### config.mk
export PLATFORM = sky130hd
export DESIGN_NAME = aibcr3_dcc_cal_ctrl
export DESIGN_NICKNAME = d
export VERILOG_FILES = /design/src/rtl/aibcr3_dcc_cal_ctrl.sv
export SDC_FILE = /design/constraint.sdc
export NUM_CORES = 1
export LEC_CHECK = 0
export CORE_MARGIN = 2
export CORE_UTILIZATION = 40
export DETAILED_ROUTE_END_ITERATION = 10
export HOLD_SLACK_MARGIN = 0.15
export PLACE_DENSITY_LB_ADDON = 0.15
export SLEW_MARGIN = 20
export SYNTH_ARGS = -nofsm -noshare
export SYNTH_HDL_FRONTEND = slang
export SYNTH_SLANG_ARGS = --single-unit
### constraint.sdc
create_clock -name clk_dcd -period 2.4 [get_ports clk_dcd]
set_input_delay 0.36 -clock clk_dcd [delete_from_list [all_inputs] [get_ports clk_dcd]]
set_output_delay 0.36 -clock clk_dcd [all_outputs]
set_load 0.03 [all_outputs]
### src/rtl/aibcr3_dcc_cal_ctrl.sv
`default_nettype none
// ============================================================================
//  Module      : aibcr3_dcc_cal_ctrl
//  Description : DCC/DLL delay calibration sequencer. Runs an MSB-first
//                successive-approximation search over the 11-bit delay code,
//                one launch/measure/sample trial per bit, then holds the
//                locked code and optionally applies periodic +/-1 tracking.
//  Revision    : 1.0  initial release
// ============================================================================
module aibcr3_dcc_cal_ctrl #(
   parameter int SETTLE_CYC   = 8,    // code change -> launch pulse (1..255)
   parameter int MEAS_CYC     = 4,    // launch pulse -> measure pulse (1..255)
   parameter int RESULT_CYC   = 4,    // measure pulse -> t_up/t_down sample (1..255)
   parameter int TRACK_PERIOD = 256   // LOCK cycles between tracking trials (2..511)
) (
   input  logic        clk_dcd,
   input  logic        nrst,
   input  logic        cal_start,
   input  logic        cont_en,
   input  logic        t_up,
   input  logic        t_down,
   output logic        launch,
   output logic        measure,
   output logic [2:0]  i_gray,
   output logic [7:0]  f_gray,
   output logic [10:0] code_bin,
   output logic        cal_busy,
   output logic        dll_lock,
   output logic        dcc_done
);

   localparam logic [1:0] c_idle  = 2'd0;
   localparam logic [1:0] c_trial = 2'd1;
   localparam logic [1:0] c_lock  = 2'd2;
   localparam logic [1:0] c_track = 2'd3;

   // Trial-relative cycle positions; cycle 0 is the first cycle a code is driven
   localparam logic [9:0] c_launch_at = 10'(SETTLE_CYC);
   localparam logic [9:0] c_meas_at   = 10'(SETTLE_CYC + MEAS_CYC);
   localparam logic [9:0] c_sample_at = 10'(SETTLE_CYC + MEAS_CYC + RESULT_CYC);
   localparam logic [8:0] c_period_last = 9'(TRACK_PERIOD - 1);

   localparam logic [10:0] c_code_first = 11'h400;
   localparam logic [10:0] c_code_max   = 11'h7FF;
   localparam logic [10:0] c_code_min   = 11'h000;

   logic [1:0]  r_state;
   logic [9:0]  r_tcnt;      // cycle position within the current trial
   logic [8:0]  r_pcnt;      // LOCK-state tracking period counter
   logic [3:0]  r_bit;       // SAR bit under test
   logic [10:0] r_code;
   logic [10:0] r_gray;
   logic        r_lock;
   logic        r_done;

   logic [1:0]  w_state_nxt;
   logic [9:0]  w_tcnt_nxt;
   logic [8:0]  w_pcnt_nxt;
   logic [3:0]  w_bit_nxt;
   logic [10:0] w_code_nxt;
   logic        w_lock_nxt;
   logic        w_done_nxt;

   logic        w_in_trial;
   logic        w_sample;
   logic        w_keep;
   logic        w_dn;
   logic [3:0]  w_bit_m1;

   assign w_in_trial = (r_state == c_trial) || (r_state == c_track);
   assign w_sample   = (r_tcnt == c_sample_at);
   assign w_keep     = t_up & ~t_down;
   assign w_dn       = t_down & ~t_up;
   assign w_bit_m1   = r_bit - 4'd1;

   // Next-state, SAR and tracking decisions
   always_comb begin
      w_state_nxt = r_state;
      w_tcnt_nxt  = r_tcnt;
      w_pcnt_nxt  = r_pcnt;
      w_bit_nxt   = r_bit;
      w_code_nxt  = r_code;
      w_lock_nxt  = r_lock;
      w_done_nxt  = r_done;
      case (r_state)
         c_idle: begin
            if (cal_start) begin
               w_state_nxt = c_trial;
               w_code_nxt  = c_code_first;
               w_bit_nxt   = 4'd10;
               w_tcnt_nxt  = 10'd0;
               w_lock_nxt  = 1'b0;
            end
         end
         c_trial: begin
            if (w_sample) begin
               w_code_nxt[r_bit] = w_keep;
               w_tcnt_nxt        = 10'd0;
               if (r_bit != 4'd0) begin
                  // Next trial starts immediately with the next lower bit set
                  w_code_nxt[w_bit_m1] = 1'b1;
                  w_bit_nxt            = w_bit_m1;
               end else begin
                  w_state_nxt = c_lock;
                  w_lock_nxt  = 1'b1;
                  w_done_nxt  = 1'b1;
                  w_pcnt_nxt  = 9'd0;
               end
            end else begin
               w_tcnt_nxt = r_tcnt + 10'd1;
            end
         end
         c_lock: begin
            // A restart request wins over a due tracking trial
            if (cal_start) begin
               w_state_nxt = c_trial;
               w_code_nxt  = c_code_first;
               w_bit_nxt   = 4'd10;
               w_tcnt_nxt  = 10'd0;
               w_lock_nxt  = 1'b0;
               w_pcnt_nxt  = 9'd0;
            end else if (cont_en) begin
               if (r_pcnt == c_period_last) begin
                  w_state_nxt = c_track;
                  w_tcnt_nxt  = 10'd0;
                  w_pcnt_nxt  = 9'd0;
               end else begin
                  w_pcnt_nxt = r_pcnt + 9'd1;
               end
            end else begin
               w_pcnt_nxt = 9'd0;
            end
         end
         c_track: begin
            if (w_sample) begin
               if (w_keep && (r_code != c_code_max)) begin
                  w_code_nxt = r_code + 11'd1;
               end else if (w_dn && (r_code != c_code_min)) begin
                  w_code_nxt = r_code - 11'd1;
               end
               w_state_nxt = c_lock;
               w_tcnt_nxt  = 10'd0;
               w_pcnt_nxt  = 9'd0;
            end else begin
               w_tcnt_nxt = r_tcnt + 10'd1;
            end
         end
         default: begin
            w_state_nxt = c_idle;
         end
      endcase
   end

   // State registers; gray is computed from the next code so it moves with code_bin
   always_ff @(posedge clk_dcd) begin
      if (!nrst) begin
         r_state <= c_idle;
         r_tcnt  <= 10'd0;
         r_pcnt  <= 9'd0;
         r_bit   <= 4'd0;
         r_code  <= 11'd0;
         r_gray  <= 11'd0;
         r_lock  <= 1'b0;
         r_done  <= 1'b0;
      end else begin
         r_state <= w_state_nxt;
         r_tcnt  <= w_tcnt_nxt;
         r_pcnt  <= w_pcnt_nxt;
         r_bit   <= w_bit_nxt;
         r_code  <= w_code_nxt;
         r_gray  <= w_code_nxt ^ (w_code_nxt >> 1);
         r_lock  <= w_lock_nxt;
         r_done  <= w_done_nxt;
      end
   end

   assign launch   = w_in_trial && (r_tcnt == c_launch_at);
   assign measure  = w_in_trial && (r_tcnt == c_meas_at);
   assign cal_busy = w_in_trial;
   assign code_bin = r_code;
   assign i_gray   = r_gray[2:0];
   assign f_gray   = r_gray[10:3];
   assign dll_lock = r_lock;
   assign dcc_done = r_done;

endmodule
`default_nettype wire

# After elaboration in Yosys (flattened, before gate mapping)
# Index checks and enable logic that the tools add are counted.
classes:
  n_reduce_logical: 20
  mux: 41
  magnitude_cmp: 4
  eq_ne: 16
  add_sub_neg: 5
  bitwise: 7
op_table:
  columns: ["op", "n"]
  rows:
  - ["$mux 11", 6]
  - ["$mux 9", 6]
  - ["$mux 10", 5]
  - ["$pmux 11 s3", 1]
  - ["$pmux 10 s3", 1]
  - ["$pmux 9 s3", 1]
  - ["$eq 10x4->1 const B", 2]
  - ["$mux 2", 7]
  - ["$mux 4", 3]
  - ["$reduce_and 4->1", 3]
  - ["$add 11x1->11 const B", 1]
  - ["$bwmux 11", 1]
  - ["$ne 11x11->1 const B", 1]
  - ["$or 11x11->11", 1]
  - ["$reduce_bool 11->1", 1]
  - ["$sub 11x1->11 const B", 1]
  - ["$xor 11x10->11", 1]
  - ["$add 10x1->10 const B", 1]
  - ["$eq 10x5->1 const B", 1]
  - ["$lt 4x5->1 const B", 2]
  - ["$add 9x1->9 const B", 1]
  - ["$eq 9x8->1 const B", 1]
  - ["$demux 1 s4", 2]
  - ["$ge 4x1->1 const B", 2]
  - ["21 further kinds", 41]
totals:
  out_inout_bits: 27
  ff_bits: 49

# Depth between registers and ports, before layout
# Gate-level depths: netlist of run 1.
logic_depth:
  ltp_word: 10
  depth_mapped: 11

# Worst setup path before layout of run 1
# OpenSTA, ideal clock, no wires.
synth_timing:
  path_type: "register -> output"
  start: "reg r_state[0]"
  end: "out measure"
  setup_slack_ps: -71
  n_path_buf: 3
  path_stages_with_launch: 6
  arrival_ps: 2111
  cell_sequence: "dfxtp_1 clkbuf_8 clkbuf_1 buf_1 nand2_1 nor4b_1"
synth_via:
  elab_chain_len: 3
  word_cells_on_any_way: 4
  classes_between: "2 x eq/ne; 2 x reduce/logical"
synth_rtl:
  columns: ["item", "line", "source"]
  rows:
  - ["start, declared", "47", "logic [1:0] r_state;"]
  - ["start signal, assigned", "157", "r_state <= c_idle;"]
  - ["start signal, assigned", "166", "r_state <= w_state_nxt;"]
  - ["$eq 2x1->1 or $eq 2x2->1 (tied branches)", "70", "assign w_in_trial = (r_state == c_trial) || (r_state == c_track);"]
  - ["$logic_or 1x1->1 *", "70", null]
  - ["$logic_and 1x1->1 *", "178", "assign measure = w_in_trial && (r_tcnt == c_meas_at);"]
  - ["end, declared", "23", "output logic measure,"]
# Mark *: on every way between the ends. The rest lies on a longest branch, timed or not.

# Worst setup path in the final report of run 1
layout_timing:
  start: "in t_up"
  end: "reg r_gray[7]"
layout_via:
  elab_chain_len: 8
  word_cells_on_any_way: 14
  classes_between: "7 x mux; 5 x bitwise; 2 x reduce/logical"
layout_rtl:
  columns: ["item", "line", "source"]
  rows:
  - ["start, declared", "20", "input logic t_up,"]
  - ["$not 1->1", "73", "assign w_dn = t_down & ~t_up;"]
  - ["$and 1x1->1", "73", null]
  - ["$logic_and 1x1->1", "138", "end else if (w_dn && (r_code != c_code_min)) begin"]
  - ["$mux 11", "138", null]
  - ["$mux 11", "136", "if (w_keep && (r_code != c_code_max)) begin"]
  - ["$mux 11", "135", "if (w_sample) begin"]
  - ["$pmux 11 s3 *", "85", "case (r_state)"]
  - ["$xor 11x10->11 *", "171", "r_gray <= w_code_nxt ^ (w_code_nxt >> 1);"]
  - ["end signal, assigned", "171", null]
  - ["end, declared", "52", "logic [10:0] r_gray;"]
# Marked as above.
# A chain may end at the register's enable or synchronous reset.

==> flow_summary_export.csv, run 1 <==
group,metric,value,unit
status,outcome,"complete, no violations",
cts,cts_tree,"done",
critical_path,crit_path_max_incr_delay,590,ps
synth,seq_area_frac_synth,28.2,%
synth,synth.cell_area,0.00341,mm²
pwr,power_density,390,mW/mm²
grt,overflow,0,
critical_path,cp_slowest_cell,"or4b_4",
worst_hold_path,hold_start,"dcc_done$_SDFFE_PN0P_",
sta,setup_viol,0,
sta,hold_viol,0,
placed_design,placed_area,0.00410,mm²
floorplan,rows,33,
detailed_routing,first_pass_iters,4,
critical_path,start_kind,"input port",
detailed_routing,final_antenna_net_count,0,
detailed_routing,wl_per_cell,16.7,µm
cts,post_cts_buffers,0,
synth,synthSimpleGateAreaFrac,30.8,%
floorplan,coreArea,0.00826,mm²
cts,clock_tree.root_cell,"clkbuf_8",
grt,grtUsageTotal,23.0,%
synth,synth_edf_count,0,
synth,synth_cell_types,77,
floorplan,start_util,41.3,%
synth,synth_area_leaders,"dfxtp_1 (28%), nor2_1 (6.6%), ha_1 (4.4%)",
sta,fin_crit,2330,ps
synth,synthCells,437,
synth,yosys.area_share.adder,4.40,%
synth,synthMuxAreaShare,2.09,%
detailed_routing,routed_via_density,5.83,
synth,synthesis.nets,455,
grt,grt_pass1_wl,16.4,mm
grt,antenna_found_initial,0,
sta,fmax,430,MHz
synth,ys.warnings.count,0,
pwr,power_leakage,1.71,nW
sta,timing.final.crit_share,96.9,%
cts,holdBufCountCts,0,
detailed_routing,wirelength,10.2,mm
synth,synth_top_area_share,28.2,%
layout,final_layout_size_suffix_gt1_share,18.5,%
placed_design,hpwl,7.71,mm
floorplan,die_w,96.3,µm
floorplan,die-area,0.00928,mm²
detailed_routing,drt_iter0_markers,267,
grt,first_global_vias,3271,
critical_path,path_buf_inv,1,
synth,synth_compound_area_share,21.4,%
pwr,power,1.64,mW
critical_path,reg2reg_from,"code_bin[0]$_SDFF_PN0_",
synth,yosysTopAreaCell,"dfxtp_1",
detailed_routing,drc,0,
pwr,ir_drop,0.296,mV
critical_path,cpLargestDelayFamily,"simple AND/OR/NAND/NOR gates",
critical_path,path_class,"input port to register",
critical_path,crit_path_max_fanout,4,
synth,ys_ff_latch,48,
worst_hold_path,hold_class,"register to register",
grt,grt_max_degree,28,
floorplan,die_height,96.3,µm
synth,yosys_most_used_dff,"dfxtp_1",
placed_design,gp_congestion,0.910,
layout,areaGrowthSynthToFinish,23.6,%
cts,clk_pin_slew,100,ps
critical_path,critical_path_arrival,2530,ps
critical_path,crit_start,"t_up",
synth,ys_async_sr_fraction,0,%
critical_path,required,2610,ps
detailed_routing,vias,3536,
cts,cts_buffers,5,
synth,synth_common_cells,"nor2_1 (60), dfxtp_1 (48), nand2_1 (29), a21oi_1 (28), nand3_1 (22)",
synth,avgSynthCellArea,7.80,µm²
layout,insertedDiodeCount,0,
cts,clk_latency,320,ps
sta,skew,16.4,ps
cts,cts_sinks,48,
sta,worst_pin_slew,468,ps
layout,final_net_count,519,
synth,synth_top_family_by_area,"simple AND/OR/NAND/NOR gates",
critical_path,cp-end-kind,"register",
cts,cts_buffer_depth,2,
synth,yosysMostFrequentCell,"nor2_1",
floorplan,io_pins,33,
run,cap_violations,0,
layout,finalInstanceArea,0.00421,mm²
critical_path,crit_chain,"clkdlybuf4s50_1 > or4b_4 > a2111oi_2 > a31oi_1 > or4_4 > nand3_2 > xnor2_1 > nor2_1",
synth,synth_xor_area_share,4.88,%
cts,cts_max_level,2,
sta,slew_headroom,68.7,%
placed_design,port_buffers,32,
sta,final_max_slew_viol_count,0,
sta,setup_tns,0,ps
## report_power, final
group          switching, mW  internal (mW)  leakage [nW]
combinational          0.160          0.116          1.26
sequential           0.00912          0.805         0.390
clock                  0.316          0.237        0.0516
total                  0.485           1.16          1.71
## final timing paths
kind | to | slack, ps | depth (start not counted)
worst min-delay path | dcc_done$_SDFFE_PN0P_ | 480 | 1
worst min register to register | dcc_done$_SDFFE_PN0P_ | 480 | 1
worst max-delay path | r_gray[7]$_SDFF_PN0_ | 70 | 8
worst max register to register | r_gray[7]$_SDFF_PN0_ | 100 | 10
## repair_timing
action                                  4_1_cts  5_1_grt
pin swaps                                     0        1
endpoints found under the setup margin        2        9
resized for setup                             2        5
## registers in the layout, indices dropped and copies added, names as in the netlist
register  count
r_pcnt        9
code_bin     11
r_bit         4
dll_lock      1
dcc_done      1
r_tcnt       10
r_state       2
r_gray       10
## cells by family after synthesis
logic type      after synthesis
xor+xnor                     19
simple gates                195
compound gates              106
flops                        48
fa+ha+maj                    12
mux                           7
buf+inv                      50
## final cells by class
class	instances	area (µm²)
clock buffers	6	82.6
fillers	860	4050
flip-flops and latches	48	966
well taps	105	131
repair buffers	91	773
clock inverters	2	13.8
inverters	16	60.1
multi-input cells	339	2190
## stage by stage
stage	instances	util, %	hold WS (ps)	worst slack (ps)
4_1_cts	607	50.8	487	75.1
5_1_grt	607	51.0	513	-13.9
3_5_place_dp	599	49.7	463	-252
3_3_place_gp	599	49.7	452	-167
6_report	607	51.0	480	74.4
2_1_floorplan	437	-	454	41.7
## per-layer routing
metal | GRT usage [%] | routed length [µm]
met1 | 29.5 | 4420
met2 | 39.2 | 4940
met5 | 0 | 0
met4 | 7.39 | 258
met3 | 3.60 | 535
## cells in the final DEF (no fill, tap or decap), drive strengths merged, types with 4 or more instances in the layout
cell type      count
and2              10
nor3              13
nand2             29
buf               59
nor4               7
and4               4
xnor2             10
or3                4
a41oi              4
a21oi             29
xor2               9
o21ai             18
clkbuf             6
nor2              60
inv               16
a221oi             4
nand2b             6
ha                12
o211ai             5
a21o               4
nand4              9
nand3             23
and3               9
a211oi             4
mux2i              6
dfxtp             48
clkdlybuf4s50     30
a31oi              8
nor2b              5
No activity file was read; power rests on OpenSTA's default activity.
==> run 2, diff against run 1 <==
--- a/config.mk
+++ b/config.mk
@@ -8,7 +8,6 @@
 export CORE_MARGIN = 2
 export CORE_UTILIZATION = 40
 export DETAILED_ROUTE_END_ITERATION = 10
-export HOLD_SLACK_MARGIN = 0.15
 export PLACE_DENSITY_LB_ADDON = 0.15
 export SLEW_MARGIN = 20
 export SYNTH_ARGS = -nofsm -noshare
==> results of run 2 <==
No change in the layout: final DEF, timing and power equal those of run 1.
